## src/rtl/an_sec_pkg.sv

```systemverilog
// Shared definitions for the AN-code single-error-correcting decoder:
// default code parameters, the power-of-two residue helper used to build
// the syndrome table, and the syndrome lookup result type.
package an_sec_pkg;

    localparam int AN_A      = 1939;
    localparam int AN_N_BITS = 8;
    localparam int AN_W_BITS = 19;
    localparam int AN_R_BITS = 11;

    // Delta is carried at a fixed generous width in the struct so the type
    // does not depend on module parameters; W_BITS up to 30 fits.
    localparam int AN_DELTA_BITS = 32;

    typedef struct packed {
        logic signed [AN_DELTA_BITS-1:0] delta;
        logic                            corr;
        logic                            uncorr;
    } syn_res_t;

    // 2^i mod a, computed by repeated doubling so no wide intermediate is needed.
    function automatic int unsigned pow2_mod(input int unsigned i, input int unsigned a);
        int unsigned r;
        r = 32'd1 % a;
        for (int unsigned k = 32'd0; k < i; k++) begin
            r = (r * 32'd2) % a;
        end
        return r;
    endfunction

    // Residue of syndrome entry k: entries 0..w-1 are +2^k, entries w..2w-1 are -2^(k-w).
    function automatic int unsigned syn_entry(input int unsigned k, input int unsigned a,
                                              input int unsigned w);
        int unsigned r;
        if (k < w) begin
            r = pow2_mod(k, a);
        end else begin
            r = a - pow2_mod(k - w, a);
        end
        return r;
    endfunction

    // True when all 2*w syndromes are nonzero, below a and pairwise distinct.
    function automatic bit syn_table_ok(input int unsigned a, input int unsigned w);
        bit          ok;
        int unsigned ri;
        ok = 1'b1;
        for (int unsigned i = 32'd0; i < 32'd2 * w; i++) begin
            ri = syn_entry(i, a, w);
            if ((ri == 32'd0) || (ri >= a)) begin
                ok = 1'b0;
            end else begin
                ok = ok;
            end
            for (int unsigned j = i + 32'd1; j < 32'd2 * w; j++) begin
                if (ri == syn_entry(j, a, w)) begin
                    ok = 1'b0;
                end else begin
                    ok = ok;
                end
            end
        end
        return ok;
    endfunction

endpackage

```

## src/rtl/an_sec_decoder_pipe_syndrome_lut.sv

```systemverilog
// Combinational syndrome lookup: residue R -> {Delta, corr, uncorr}.
// The table of +/-2^i residues is generated from A and W_BITS at elaboration;
// because every syndrome is unique, at most one hit bit is ever set, so the
// hit vectors read as numbers are directly the magnitude 2^i.
module an_sec_syndrome_lut
    import an_sec_pkg::*;
#(
    parameter int A      = AN_A,
    parameter int W_BITS = AN_W_BITS,
    parameter int R_BITS = AN_R_BITS
) (
    input  logic [R_BITS-1:0] r_i,
    output syn_res_t          res_o
);

    logic [W_BITS-1:0] pos_hit_s;
    logic [W_BITS-1:0] neg_hit_s;
    logic              corr_s;

    if (!syn_table_ok(A, W_BITS)) begin : g_bad_table
        $error("an_sec_syndrome_lut: syndrome residues not unique/nonzero/below A");
    end

    for (genvar i = 0; i < W_BITS; i++) begin : g_tab
        localparam int unsigned     POS   = pow2_mod(i, A);
        localparam logic [R_BITS-1:0] POS_R = R_BITS'(POS);
        localparam logic [R_BITS-1:0] NEG_R = R_BITS'(A - POS);
        assign pos_hit_s[i] = (r_i == POS_R);
        assign neg_hit_s[i] = (r_i == NEG_R);
    end

    // Fold the one-hot hits into a signed correction and the status flags.
    always_comb begin
        corr_s       = (|pos_hit_s) | (|neg_hit_s);
        res_o        = '0;
        res_o.delta  = $signed({{(AN_DELTA_BITS-W_BITS){1'b0}}, pos_hit_s})
                     - $signed({{(AN_DELTA_BITS-W_BITS){1'b0}}, neg_hit_s});
        res_o.corr   = corr_s;
        res_o.uncorr = (r_i != '0) & ~corr_s;
    end

endmodule

```

## src/rtl/an_sec_decoder_pipe.sv

```systemverilog
// Three-stage pipelined single-error-correcting AN-code decoder with
// valid/ready streaming on both sides.
//   S1: residue R = W mod A
//   S2: syndrome lookup -> signed correction Delta and flags
//   S3: C = W - Delta, range check, N = C / A (output register)
// Optional build macro AN_SEC_ERR_CNT_EN adds saturating 16-bit counters of
// corrected and uncorrectable output transfers with a synchronous clear.
module an_sec_decoder_pipe
    import an_sec_pkg::*;
#(
    parameter int N_BITS = AN_N_BITS,
    parameter int A      = AN_A,
    parameter int W_BITS = AN_W_BITS,
    parameter int R_BITS = AN_R_BITS
) (
    input  logic              clk,
    input  logic              rst,
    input  logic              in_valid,
    output logic              in_ready,
    input  logic [W_BITS-1:0] in_w,
    output logic              out_valid,
    input  logic              out_ready,
    output logic [N_BITS-1:0] out_n,
    output logic              out_corr,
    output logic              out_uncorr
`ifdef AN_SEC_ERR_CNT_EN
    ,
    input  logic              cnt_clr,
    output logic [15:0]       cnt_corr,
    output logic [15:0]       cnt_uncorr
`endif
);

    // C needs one extra bit over W for the sign and one for W + 2^(W_BITS-1).
    localparam int             CW    = W_BITS + 2;
    localparam logic [CW-1:0]  C_MAX = CW'(A * ((2 ** N_BITS) - 1));
    localparam logic [CW-1:0]  A_CW  = CW'(A);

    logic                     s1_valid_q;
    logic [W_BITS-1:0]        s1_w_q;
    logic [R_BITS-1:0]        s1_r_q;

    logic                     s2_valid_q;
    logic [W_BITS-1:0]        s2_w_q;
    logic signed [W_BITS:0]   s2_delta_q;
    logic                     s2_corr_q;
    logic                     s2_uncorr_q;

    logic                     out_valid_q;
    logic [N_BITS-1:0]        out_n_q;
    logic                     out_corr_q;
    logic                     out_uncorr_q;

    logic                     out_adv_s;
    logic                     s2_en_s;
    logic                     s1_en_s;
    logic [R_BITS-1:0]        r_s;
    syn_res_t                 lut_res_s;
    logic                     unused_delta_s;
    logic signed [CW-1:0]     c_s;
    logic [CW-1:0]            quot_s;
    logic                     in_range_s;
    logic [N_BITS-1:0]        out_n_d;
    logic                     out_corr_d;
    logic                     out_uncorr_d;

    // Each stage may load when the stage after it is empty or moving on.
    always_comb begin
        out_adv_s = !out_valid_q || out_ready;
        s2_en_s   = !s2_valid_q || out_adv_s;
        s1_en_s   = !s1_valid_q || s2_en_s;
    end

    assign in_ready = s1_en_s;
    assign r_s      = R_BITS'(in_w % W_BITS'(A));

    // S1: capture codeword and its residue.
    always_ff @(posedge clk or posedge rst) begin
        if (rst) begin
            s1_valid_q <= 1'b0;
            s1_w_q     <= '0;
            s1_r_q     <= '0;
        end else if (s1_en_s) begin
            s1_valid_q <= in_valid;
            if (in_valid) begin
                s1_w_q <= in_w;
                s1_r_q <= r_s;
            end
        end
    end

    an_sec_syndrome_lut #(
        .A      (A),
        .W_BITS (W_BITS),
        .R_BITS (R_BITS)
    ) u_lut (
        .r_i   (s1_r_q),
        .res_o (lut_res_s)
    );

    // Only the low W_BITS+1 bits of the generic-width delta are meaningful.
    assign unused_delta_s = ^lut_res_s.delta[AN_DELTA_BITS-1:W_BITS+1];

    // S2: capture the correction and syndrome flags.
    always_ff @(posedge clk or posedge rst) begin
        if (rst) begin
            s2_valid_q  <= 1'b0;
            s2_w_q      <= '0;
            s2_delta_q  <= '0;
            s2_corr_q   <= 1'b0;
            s2_uncorr_q <= 1'b0;
        end else if (s2_en_s) begin
            s2_valid_q <= s1_valid_q;
            if (s1_valid_q) begin
                s2_w_q      <= s1_w_q;
                s2_delta_q  <= lut_res_s.delta[W_BITS:0];
                s2_corr_q   <= lut_res_s.corr;
                s2_uncorr_q <= lut_res_s.uncorr;
            end
        end
    end

    // S3 datapath: apply correction, range-check, divide by A.
    always_comb begin
        c_s        = $signed({2'b00, s2_w_q}) - $signed({s2_delta_q[W_BITS], s2_delta_q});
        in_range_s = !c_s[CW-1] && ($unsigned(c_s) <= C_MAX);
        quot_s     = $unsigned(c_s) / A_CW;
        if (s2_uncorr_q || !in_range_s) begin
            out_n_d      = '0;
            out_corr_d   = 1'b0;
            out_uncorr_d = 1'b1;
        end else begin
            out_n_d      = N_BITS'(quot_s);
            out_corr_d   = s2_corr_q;
            out_uncorr_d = 1'b0;
        end
    end

    // S3: output register; holds its contents while the consumer stalls.
    always_ff @(posedge clk or posedge rst) begin
        if (rst) begin
            out_valid_q  <= 1'b0;
            out_n_q      <= '0;
            out_corr_q   <= 1'b0;
            out_uncorr_q <= 1'b0;
        end else if (out_adv_s) begin
            out_valid_q <= s2_valid_q;
            if (s2_valid_q) begin
                out_n_q      <= out_n_d;
                out_corr_q   <= out_corr_d;
                out_uncorr_q <= out_uncorr_d;
            end
        end
    end

    assign out_valid  = out_valid_q;
    assign out_n      = out_n_q;
    assign out_corr   = out_corr_q;
    assign out_uncorr = out_uncorr_q;

`ifdef AN_SEC_ERR_CNT_EN
    logic        out_xfer_s;
    logic [15:0] cnt_corr_q;
    logic [15:0] cnt_uncorr_q;

    assign out_xfer_s = out_valid_q && out_ready;

    // Saturating error counters; clear takes priority over a same-cycle increment.
    always_ff @(posedge clk or posedge rst) begin
        if (rst) begin
            cnt_corr_q   <= 16'd0;
            cnt_uncorr_q <= 16'd0;
        end else if (cnt_clr) begin
            cnt_corr_q   <= 16'd0;
            cnt_uncorr_q <= 16'd0;
        end else begin
            if (out_xfer_s && out_corr_q && (cnt_corr_q != 16'hFFFF)) begin
                cnt_corr_q <= cnt_corr_q + 16'd1;
            end
            if (out_xfer_s && out_uncorr_q && (cnt_uncorr_q != 16'hFFFF)) begin
                cnt_uncorr_q <= cnt_uncorr_q + 16'd1;
            end
        end
    end

    assign cnt_corr   = cnt_corr_q;
    assign cnt_uncorr = cnt_uncorr_q;
`endif

endmodule

```

## config.mk

```make
export PLATFORM = sky130hd
export DESIGN_NAME = an_sec_decoder_pipe
export DESIGN_NICKNAME = d
export VERILOG_FILES = /design/src/rtl/an_sec_pkg.sv /design/src/rtl/an_sec_decoder_pipe_syndrome_lut.sv /design/src/rtl/an_sec_decoder_pipe.sv
export SDC_FILE = /design/constraint.sdc
export NUM_CORES = 1
export LEC_CHECK = 0
export CORE_UTILIZATION = 55
export CTS_CLUSTER_DIAMETER = 50
export DETAILED_ROUTE_END_ITERATION = 6
export PLACE_DENSITY_LB_ADDON = 0.1
export SLEW_MARGIN = 20
export SYNTH_ARGS = -nofsm -noshare
export SYNTH_HDL_FRONTEND = slang
export SYNTH_HIERARCHICAL = 1
export SYNTH_SLANG_ARGS = --single-unit
```

## constraint.sdc

```tcl
create_clock -name clk -period 22.2 [get_ports clk]
set_input_delay 2.22 -clock clk [delete_from_list [all_inputs] [get_ports clk]]
set_output_delay 2.22 -clock clk [all_outputs]
set_load 0.03 [all_outputs]
```

; Word level (Yosys, flattened, before mapping)
; Cells that the tools add are included.
[totals]
elab_cells = 77
output_inout_bits = 12
regBits = 84
[classes]
bitwise = 3
mux = 3
n_eq_ne = 38
reduce_logical = 16
magnitude_cmp = 1
addsub = 2
div = 2
[ops]
columns = operator, n
row1 = 11-bit == test (second input constant), 19
row2 = 11-bit by 10-bit == test with 1-bit output (second input constant), 4
row3 = 11-bit by 9-bit == test with 1-bit output (second input constant), 4
row4 = 19-bit OR reduction, 2
row5 = 11-bit by 8-bit == test with 1-bit output (second input constant), 3
row6 = 11-bit by 7-bit == test with 1-bit output (second input constant), 2
row7 = 21-bit by 11-bit divider with 21-bit output (second input constant), 1
row8 = 21-bit by 19-bit less-or-equal comparator with 1-bit output (second input constant), 1
row9 = 20-bit by 20-bit subtractor with 21-bit output, 1
row10 = 19-bit by 19-bit subtractor with 20-bit output, 1
row11 = 19-bit by 11-bit remainder unit with 19-bit output (second input constant), 1
row12 = 11-bit by 1-bit == test with 1-bit output (second input constant), 1
row13 = 11-bit by 2-bit == test with 1-bit output (second input constant), 1
row14 = 11-bit by 3-bit == test with 1-bit output (second input constant), 1
row15 = 11-bit by 4-bit == test with 1-bit output (second input constant), 1
row16 = 11-bit by 5-bit == test with 1-bit output (second input constant), 1
row17 = 11-bit by 6-bit == test with 1-bit output (second input constant), 1
row18 = 11-bit nonzero test, 1
row19 = 8-bit 2-to-1 mux, 1
row20 = 2-bit AND reduction, 3
row21 = 1-bit zero test, 5
row22 = 1-bit logical OR, 4
row23 = 1-bit 2-to-1 mux, 2
row24 = 1-bit bitwise AND, 1
row25 = other kinds (3), 3

; Longest topological paths before layout
; Gate-level depths: netlist (run 1).
[depth]
word_depth = 6
ltp_mapped = 52

; Modules after synthesis
; Netlist (run 1), hierarchy kept.
[modules_own_cells]
columns = module, n_inst, cells_per_inst, area_per_inst_um2, seq_area_each_um2
row1 = an_sec_decoder_pipe, 1, 1688, 12938.7, 2102.0
row2 = an_sec_syndrome_lut, 1, 293, 1929.4, 0.0

; Least setup slack after synthesis (run 1)
; OpenSTA, ideal clock, no wires.
[synth_timing]
path_type = input port to flip-flop
start = input in_w[10]
end = register s1_r_q[3]
setup_slack_ps = 10131
t_required_ps = 22075
cell_stages = 39
arrival_ps = 11944
setup_ps = 125
path_buffers = 1
path_cell_list = clkbuf_1 -> a211oi_1 -> o21ai_1 -> and3_1 -> o21ai_0 -> a31oi_1 -> o211ai_2 -> a211oi_2 -> xnor2_1 -> a21oi_1 -> nand4b_1 -> o21ai_1 -> a222oi_1 -> maj3_1 -> a211oi_2 -> nor3_1 -> xnor2_1 -> nand3_1 -> [... 3 more ...] -> a32oi_1 -> xnor2_1 -> nand3_1 -> a211o_1 -> a21oi_1 -> nand2b_1 -> and3_1 -> o21ai_1 -> a31oi_2 -> xnor2_1 -> ha_1 -> o31a_1 -> a2111o_1 -> a221oi_1 -> o31ai_2 -> nand3_1 -> xnor2_1 -> mux2_2
[synth_via]
elab_chain_cells = 1
[synth_lines]
columns = element, line
row1 = "start, declared", an_sec_decoder_pipe.sv:20  ; input logic [W_BITS-1:0] in_w,
row2 = 19-bit by 11-bit remainder unit with 19-bit output, an_sec_decoder_pipe.sv:75  ; assign r_s = R_BITS'(in_w % W_BITS'(A));
row3 = "end signal, assigned", an_sec_decoder_pipe.sv:87  ; s1_r_q <= r_s;
row4 = "end, declared", an_sec_decoder_pipe.sv:41  ; logic [R_BITS-1:0] s1_r_q;
; No other way between the ends.
; A chain may end at the register's enable or synchronous reset.

; Worst setup path after layout (run 1)
[layout_timing]
start = input in_w[9]
end = register s1_r_q[3]
; Same word-level chain as after synthesis.

==> run_results.csv, run 1 <==
group,metric,value,unit
run_status,status,"finished, violations left",
run_status,violations,"design-rule violations",
floorplanning,die_w,166,um
layout,nNetsFinal,2001,
global_routing,grt.met2_usage,53.5,%
sta,period_share,63.9,%
synth,synth_nets,2035,
sta,period_minus_slack,14.18,ns
global_routing,globalRouteMet3Util,2.55,%
sta,setup_tns,0,ns
worst_setup_path,worst_setup_path_start_kind,"input port",
synth,syn_area_per_cell,7.51,um2
placement,numPortBuffers,34,
clocking,clock_sinks,84,
layout,fillerInstances,2453,
layout,area_growth,4.87,%
synth,synthCells,1969,
clocking,cts-buffers-inserted,9,
routing,wire_per_inst,18.8,um
clocking,cts.path.max_buffers,2,
routing,viasPerCell,6.80,
clocking,cts_tree,"done",
layout,mostFrequentLayoutCells,"nand2_1 (194), nor2_1 (155), a21oi_1 (132), o21ai_0 (122)",
worst_setup_path,cp-end-kind,"flop",
min_path,hold_class,"reg -> reg",
sta,finalHoldViolCount,0,
sta,slew_headroom,31.4,%
global_routing,grt.busiest_layer,"met2",
routing,drcViolationCount,2,
worst_setup_path,critPathSlowestCell,"clkdlybuf4s50_1",
clocking,htree_num_levels,3,
global_routing,antenna_found_initial,0,
global_routing,grtUsageMet1,38.6,%
layout,n_antenna_cell,0,
global_routing,grt_max_degree,85,
clocking,clk_latency,0.34,ns
worst_setup_path,reg2reg_depth,40,
floorplanning,fp-row-count,59,
min_path,worstHoldStart,"s1_w_q[8]$_DFFE_PP0P_",
routing,drt.antenna.violating_nets,0,
routing,drtIter0Drc,1230,
worst_setup_path,worstReg2RegStart,"s2_w_q[0]$_DFFE_PP0P_",
synth,synthesis.area,0.0148,mm2
clocking,cts_hold_buf,0,
worst_setup_path,critPathArrivalTime,14.40,ns
clocking,cts.reportedPaths.clkPinSlew,0.07,ns
floorplanning,initial_core_util,56.4,%
worst_setup_path,r2r_end,"out_n[0]$_DFFE_PP0P_",
sta,skew,0.00885,ns
layout,drive_gt1_share,11.2,%
global_routing,track_usage,30.2,%
sta,finalSetupViolations,0,
global_routing,gr-total-overflow,0,
sta,rsz0062_at_grt,"no",
placement,place_hpwl,32.8,mm
floorplanning,die_height,166,um
routing,wl,42.7,mm
floorplanning,io_pins,35,
worst_setup_path,crit_fanout,16,
layout,final_cell_count_no_fill,2275,
sta,fmax,70.5,MHz
sta,slew_viol_final,0,
min_path,holdPathStages,2,
clocking,cts.repair.resized,0,
placement,dp.cells,2259,
sta,hold_ws,0.482,ns
floorplanning,die_area,0.0275,mm2
layout,layout_commonest_cell,"nand2_1",
placement,place_congestion,0.965,
worst_setup_path,cp.required,22.43,ns
clocking,clockRootBuffer,"clkbuf_16",
synth,yosysWarnings,6,
floorplanning,core-area,0.0262,mm2
job,max-cap-violations,0,
min_path,holdPathEnd,"s1_w_q[8]$_DFFE_PP0P_",
placement,place_ws,7.86,ns
global_routing,grt_pass1_wl,70.8,mm
worst_setup_path,cpPeakStageDelay,0.83,ns
worst_setup_path,reg2reg_setup_slack,8.27,ns
worst_setup_path,crit_type,"in -> reg",
global_routing,grt_pass1_vias,14300,
routing,firstDrtPassIters,7,
routing,vias,15500,
sta,worst_pin_slew,1.02,ns
sta,setup_slack,8.02,ns
clocking,cts_setup_buffers,0,
## worst max-delay path by stage
stage / startpoint / endpoint / slack, ns / cells past startpoint
CTS: in_w[9] / s1_r_q[3]$_DFFE_PP0P_ / 8.19 / 38
detailed placement: in_w[9] / s1_r_q[3]$_DFFE_PP0P_ / 7.86 / 39
global route: in_w[9] / s1_r_q[3]$_DFFE_PP0P_ / 6.99 / 38
floorplan: in_w[10] / s1_r_q[3]$_DFFE_PP0P_ / 10.13 / 39
finish: in_w[9] / s1_r_q[3]$_DFFE_PP0P_ / 8.02 / 39
global placement: in_w[9] / s1_r_q[3]$_DFFE_PP0P_ / 8.45 / 38
## critical path: cells and delay by family
kind / cells / cell delay [ns]
simple gates: 9 / 2.32
fa+ha+maj: 2 / 0.75
compound gates: 20 / 5.74
buf+inv: 1 / 0.83
mux: 3 / 1.09
xor+xnor: 4 / 1.43
## sequential cells by signal, summed over array words and instances (netlist names), 8 cells and up
| signal | count |
|---|---|
| out_n | 8 |
| s1_w_q | 19 |
| s1_r_q | 11 |
| s2_w_q | 19 |
| s2_delta_q | 20 |
## metrics by stage
stage	utilization [%]	instance area, um2
6_report	59.1	15500
5_1_grt	59.1	15500
4_1_cts	59.1	15500
3_5_place_dp	57.9	15200
3_3_place_gp	57.9	15200
2_1_floorplan	-	14800
## metal layers
| metal | share of wire, % | wire length, um |
|---|---|---|
| met2 | 49 | 20900 |
| met5 | 0 | 0 |
| met3 | 4.8 | 2060 |
| met1 | 44 | 18700 |
| met4 | 2.4 | 1000 |
## layout make-up
type	instances	area [um2]	area share, %
Sequential cell	84	2100	13.6
Inverter	62	234	1.51
Clock inverter	7	75.1	0.484
Clock buffer	9	225	1.45
Tap cell	335	419	2.70
Multi-Input combinational cell	1736	12000	77.7
Timing Repair Buffer	42	404	2.61
Power of run 1 is left out: the tool's default activity adds up to more than one toggle a clock period on the data nets, which glitch-free logic cannot reach.
==> run 2: changes to the inputs <==
Clock period 22.2 ns to 12.2 ns, I/O delays scaled along.
==> run 2 against run 1 <==
Compared with the run above:
- sequential share of layout area is 0.53 points lower
- largest cell class unchanged
- worst setup slack worse by 7.5 ns
- non-clock buffer count is 55 higher
- the flow still finishes with violations (design-rule violations)
- clock skew is 0.0013 ns higher
- utilization is 2.4 points higher
==> run_results.csv, run 2 (same netlist as run 1, synthesis figures left out) <==
group,metric,value,unit
global_routing,grt_pass1_vias,14700,
routing,drtIter0Drc,1157,
routing,drcViolationCount,2,
global_routing,track_usage,30.9,%
layout,n_antenna_cell,0,
layout,nNetsFinal,2056,
worst_setup_path,cpLargestDelayFamily,"compound AO/OA/AOI/OAI gates",
sta,finalSetupViolations,0,
placement,place_congestion,0.953,
layout,drive_gt1_share,15.1,%
layout,largest_reg_flops,20,
sta,fmax,85.5,MHz
worst_setup_path,critPathArrivalTime,11.91,ns
floorplanning,core-area,0.0262,mm2
run_status,violations,"design-rule violations",
routing,firstDrtPassIters,7,
worst_setup_path,cp.required,12.41,ns
routing,vias,15900,
floorplanning,die_area,0.0275,mm2
clocking,cts.reportedPaths.clkPinSlew,0.07,ns
sta,slew_headroom,33.0,%
floorplanning,fp-row-count,59,
global_routing,antenna_found_initial,0,
placement,place_ws,-0.0874,ns
worst_setup_path,cp-end-kind,"flop",
sta,rsz0062_at_grt,"yes",
floorplanning,io_pins,35,
worst_setup_path,worst_setup_path_start_kind,"flop",
job,max-cap-violations,0,
floorplanning,die_height,166,um
clocking,htree_num_levels,3,
sta,setup_slack,0.499,ns
clocking,cts_tree,"done",
routing,wire_per_inst,18.8,um
routing,wl,43.7,mm
layout,regMostFlops,"s2_delta_q",
worst_setup_path,cpPeakStageDelay,0.59,ns
routing,viasPerCell,6.81,
floorplanning,die_w,166,um
clocking,clk_latency,0.34,ns
sta,hold_ws,0.482,ns
clocking,clockRootBuffer,"clkbuf_16",
sta,skew,0.0101,ns
clocking,cts-buffers-inserted,9,
routing,drt.antenna.violating_nets,0,
global_routing,grt_max_degree,85,
worst_setup_path,crit_type,"reg -> reg",
worst_setup_path,crit_top_cell,"o211ai_2",
clocking,cts.path.max_buffers,2,
global_routing,grt_pass1_wl,72.3,mm
layout,area_growth,9.13,%
worst_setup_path,crit_fanout,10,
layout,fin_util,61.5,%
placement,numPortBuffers,34,
layout,reg_top3,"s2_delta_q (20), s1_w_q (19), s2_w_q (19)",
sta,worst_pin_slew,0.997,ns
sta,period_share,95.9,%
global_routing,gr-total-overflow,0,
worst_setup_path,critPathSlowestCell,"or4_4",
layout,mostFrequentLayoutCells,"nand2_1 (194), nor2_1 (154), a21oi_1 (127), o21ai_0 (121), dfrtp_1 (84)",
floorplanning,initial_core_util,56.4,%
sta,period_minus_slack,11.70,ns
run_status,status,"finished, violations left",
min_path,hold_class,"reg -> reg",
worst_setup_path,crit_buf_inv,3,
clocking,clock_sinks,84,
sta,finalHoldViolCount,0,
sta,setup_tns,0,ns
sta,slew_viol_final,0,
clocking,cts_hold_buf,0,
layout,layout_commonest_cell,"nand2_1",
placement,place_hpwl,33.8,mm
run 2: changes by cell type in the layout (fill, tap and decap cells not counted), sizes merged:
cell,change
bufinv,+1
clkinv,+1
clkinvlp,-1
buf,+55
inv,-1
run 2: worst register-to-register path: cells and delay by family, from the launching register on:
kind / cells / cell delay (ns)
DFF: 1 / 0.37
and+or+nand+nor: 10 / 3.25
adders and majority gates: 2 / 0.61
AOI/OAI and AO/OA: 23 / 6.77
buffers and inverters: 3 / 0.29
xor gates and xnor gates: 2 / 0.28
run 2: final cells by class:
cell class	count	area (um2)
clock buffers	9	225
repair buffers	97	817
flip-flops and latches	84	2100
clock inverters	7	81.3
multi-input cells	1736	12200
well taps	335	419
inverters	62	234
fillers	2437	10100
run 2: worst paths after layout:
path,startpoint,to,slack [ns],cells past startpoint
worst max-delay path,s2_w_q[0]$_DFFE_PP0P_,out_n[0]$_DFFE_PP0P_,0.50,40
worst min-delay path,s1_w_q[18]$_DFFE_PP0P_,s1_w_q[18]$_DFFE_PP0P_,0.48,2
worst max register to register,s2_w_q[0]$_DFFE_PP0P_,out_n[0]$_DFFE_PP0P_,0.50,40
worst min register to register,s1_w_q[18]$_DFFE_PP0P_,s1_w_q[18]$_DFFE_PP0P_,0.48,2
max in group asynchronous,rst,s2_w_q[12]$_DFFE_PP0P_,10.27,3
min in group asynchronous,rst,s2_delta_q[16]$_DFFE_PP0P_,1.41,3
run 2: metal layers:
layer  up-vias  global-route usage, %  share of wire, %
met4         0                   11.1               3.1
met3        93                   2.72               5.1
met5         -                      0                 0
li1       7643                      -                 -
met2       552                   54.1                48
met1      7584                   39.5                44
run 2: metrics by stage:
stage | cells | area [um2]
floorplan | 1969 | 14800
global placement | 2308 | 15600
detailed placement | 2308 | 15600
CTS | 2324 | 15900
global route | 2330 | 16100
finish | 2330 | 16100
run 2: timing repair:
item | in CTS | in global routing
resized for setup | 2 | 40
pin swaps | 0 | 5
buffers inserted | 0 | 6
endpoints found under the setup margin | 1 | 13
endpoints found under the hold margin | 0 | 0
Power of run 2 is left out for the same reason.
==> run 3: changes to the inputs <==
Settings changed: CAP_MARGIN set to 0, REMOVE_ABC_BUFFERS set to 1.
==> run 3 against run 2 <==
Compared with the run above:
- the run still ends with design-rule violations left
- non-clock buffer count down 6
- die area unchanged
- worst setup slack better by 0.11 ns
==> run_results.csv, run 3 (same netlist as run 1, synthesis figures left out) <==
group,metric,value,unit
layout,regMostFlops,"s2_delta_q",
worst_setup_path,reg2reg_setup_slack,0.61,ns
clocking,clock_sinks,84,
layout,fillerInstances,2411,
layout,largest_reg_flops,20,
global_routing,gr-total-overflow,0,
routing,wire_per_inst,18.4,um
sta,finalHoldViolCount,0,
sta,finalSetupViolations,0,
global_routing,grt_pass1_vias,14200,
placement,numPortBuffers,34,
worst_setup_path,cp-end-kind,"flop",
sta,period_share,95.0,%
worst_setup_path,crit_end,"out_n[0]$_DFFE_PP0P_",
floorplanning,die_height,166,um
sta,period_minus_slack,11.59,ns
floorplanning,die_w,166,um
job,max-cap-violations,0,
layout,layout_commonest_cell,"nand2_1",
sta,slew_viol_final,0,
placement,place_hpwl,32.6,mm
worst_setup_path,cp-startpoint,"s2_w_q[0]$_DFFE_PP0P_",
routing,drtIter0Drc,1246,
floorplanning,fp-row-count,59,
layout,fin_util,61.8,%
sta,slew_headroom,37.7,%
routing,drt.antenna.violating_nets,0,
global_routing,grt.met2_usage,52.3,%
routing,wl,42.9,mm
worst_setup_path,cpPeakStageDelay,0.59,ns
layout,area_growth,9.62,%
worst_setup_path,reg2reg_depth,41,
min_path,hold_class,"reg -> reg",
clocking,htree_num_levels,3,
routing,vias,15800,
global_routing,grt_max_degree,69,
run_status,status,"finished, violations left",
clocking,cts.reportedPaths.clkPinSlew,0.07,ns
worst_setup_path,critPathSlowestCell,"or4_4",
worst_setup_path,cp.required,12.47,ns
clocking,cts-buffers-inserted,9,
worst_setup_path,critPathArrivalTime,11.86,ns
global_routing,antenna_found_initial,0,
placement,place_congestion,0.968,
global_routing,grt.busiest_layer,"met2",
floorplanning,io_pins,35,
run_status,violations,"design-rule violations",
sta,worst_pin_slew,0.927,ns
routing,viasPerCell,6.80,
worst_setup_path,worst_setup_path_start_kind,"flop",
global_routing,grt_pass1_wl,70.9,mm
layout,n_antenna_cell,0,
clocking,cts_tree,"done",
layout,mostFrequentLayoutCells,"nand2_1 (195), nor2_1 (154), a21oi_1 (129), o21ai_0 (120), dfrtp_1 (84)",
worst_setup_path,worstReg2RegStart,"s2_w_q[0]$_DFFE_PP0P_",
routing,drcViolationCount,2,
clocking,cts.path.max_buffers,2,
worst_setup_path,crit_fanout,10,
layout,reg_top3,"s2_delta_q (20), s1_w_q (19), s2_w_q (19)",
clocking,clockRootBuffer,"clkbuf_16",
floorplanning,die_area,0.0275,mm2
routing,firstDrtPassIters,7,
worst_setup_path,r2r_end,"out_n[0]$_DFFE_PP0P_",
sta,skew,0.0100,ns
layout,nNetsFinal,2050,
global_routing,track_usage,30.0,%
floorplanning,initial_core_util,56.4,%
clocking,clk_latency,0.34,ns
sta,fmax,86.3,MHz
layout,drive_gt1_share,15.3,%
worst_setup_path,crit_top_cell,"inv_1",
worst_setup_path,crit_type,"reg -> reg",
floorplanning,core-area,0.0262,mm2
global_routing,globalRouteMet3Util,2.48,%
global_routing,grtUsageMet1,39.7,%
==> run 3: worst min-delay path by stage <==
stage | slack (ns) | cells after the start | start | end
final | 0.49 | 2 | out_n[4]$_DFFE_PP0P_ | out_n[4]$_DFFE_PP0P_
after global routing | 0.50 | 2 | out_n[4]$_DFFE_PP0P_ | out_n[4]$_DFFE_PP0P_
after CTS | 0.49 | 2 | out_n[4]$_DFFE_PP0P_ | out_n[4]$_DFFE_PP0P_
after detailed placement | 0.47 | 2 | out_n[4]$_DFFE_PP0P_ | out_n[4]$_DFFE_PP0P_
after global placement | 0.46 | 2 | s1_w_q[11]$_DFFE_PP0P_ | s1_w_q[11]$_DFFE_PP0P_
after floorplan | 0.45 | 2 | s1_w_q[11]$_DFFE_PP0P_ | s1_w_q[11]$_DFFE_PP0P_
==> run 3: repair_timing <==
| action | CTS | global route |
|---|---|---|
| endpoints found under the setup margin | 1 | 13 |
| pin swaps | 0 | 6 |
| hold buffers | 0 | 0 |
| setup buffers | 0 | 12 |
| gates cloned | 0 | 0 |
| resized for setup | 5 | 52 |
==> run 3: critical path: cells and delay by family, from the launching register on <==
family / cells / cell delay [ns]
fa+ha+maj: 3 / 0.86
flops: 1 / 0.39
xor+xnor: 3 / 0.64
compound gates: 21 / 6.20
buf+inv: 3 / 0.21
simple gates: 11 / 3.21
==> run 3: through the flow <==
| stage | std cells | area [um2] | worst slack, ns | hold WS, ns | setup TNS [ns] |
|---|---|---|---|---|---|
| floorplan | 1882 | 14400 | 0.828 | 0.446 | 0 |
| global placement | 2295 | 15500 | 0.0204 | 0.461 | 0 |
| detailed placement | 2295 | 15500 | -0.157 | 0.472 | -0.379 |
| CTS | 2311 | 15800 | 0.0646 | 0.488 | 0 |
| global route | 2324 | 16200 | -0.0319 | 0.505 | -0.0319 |
| finish | 2324 | 16200 | 0.611 | 0.486 | 0 |
==> run 3: area by class of cell <==
class | count | area, um2 | share of cell area (%)
multi-input cells | 1736 | 12400 | 76.3
clock inverters | 6 | 71.3 | 0.440
clock buffers | 10 | 239 | 1.48
flip-flops and latches | 84 | 2100 | 13.0
inverters | 62 | 234 | 1.44
well taps | 335 | 419 | 2.59
repair buffers | 91 | 768 | 4.74
==> run 3: metal layers <==
layer / share of wire [%] / routed length [um]
met2: 49 / 20900
met1: 44 / 18800
met3: 5.4 / 2300
met5: 0 / 0
met4: 2.2 / 936
Power of run 3 is left out for the same reason.
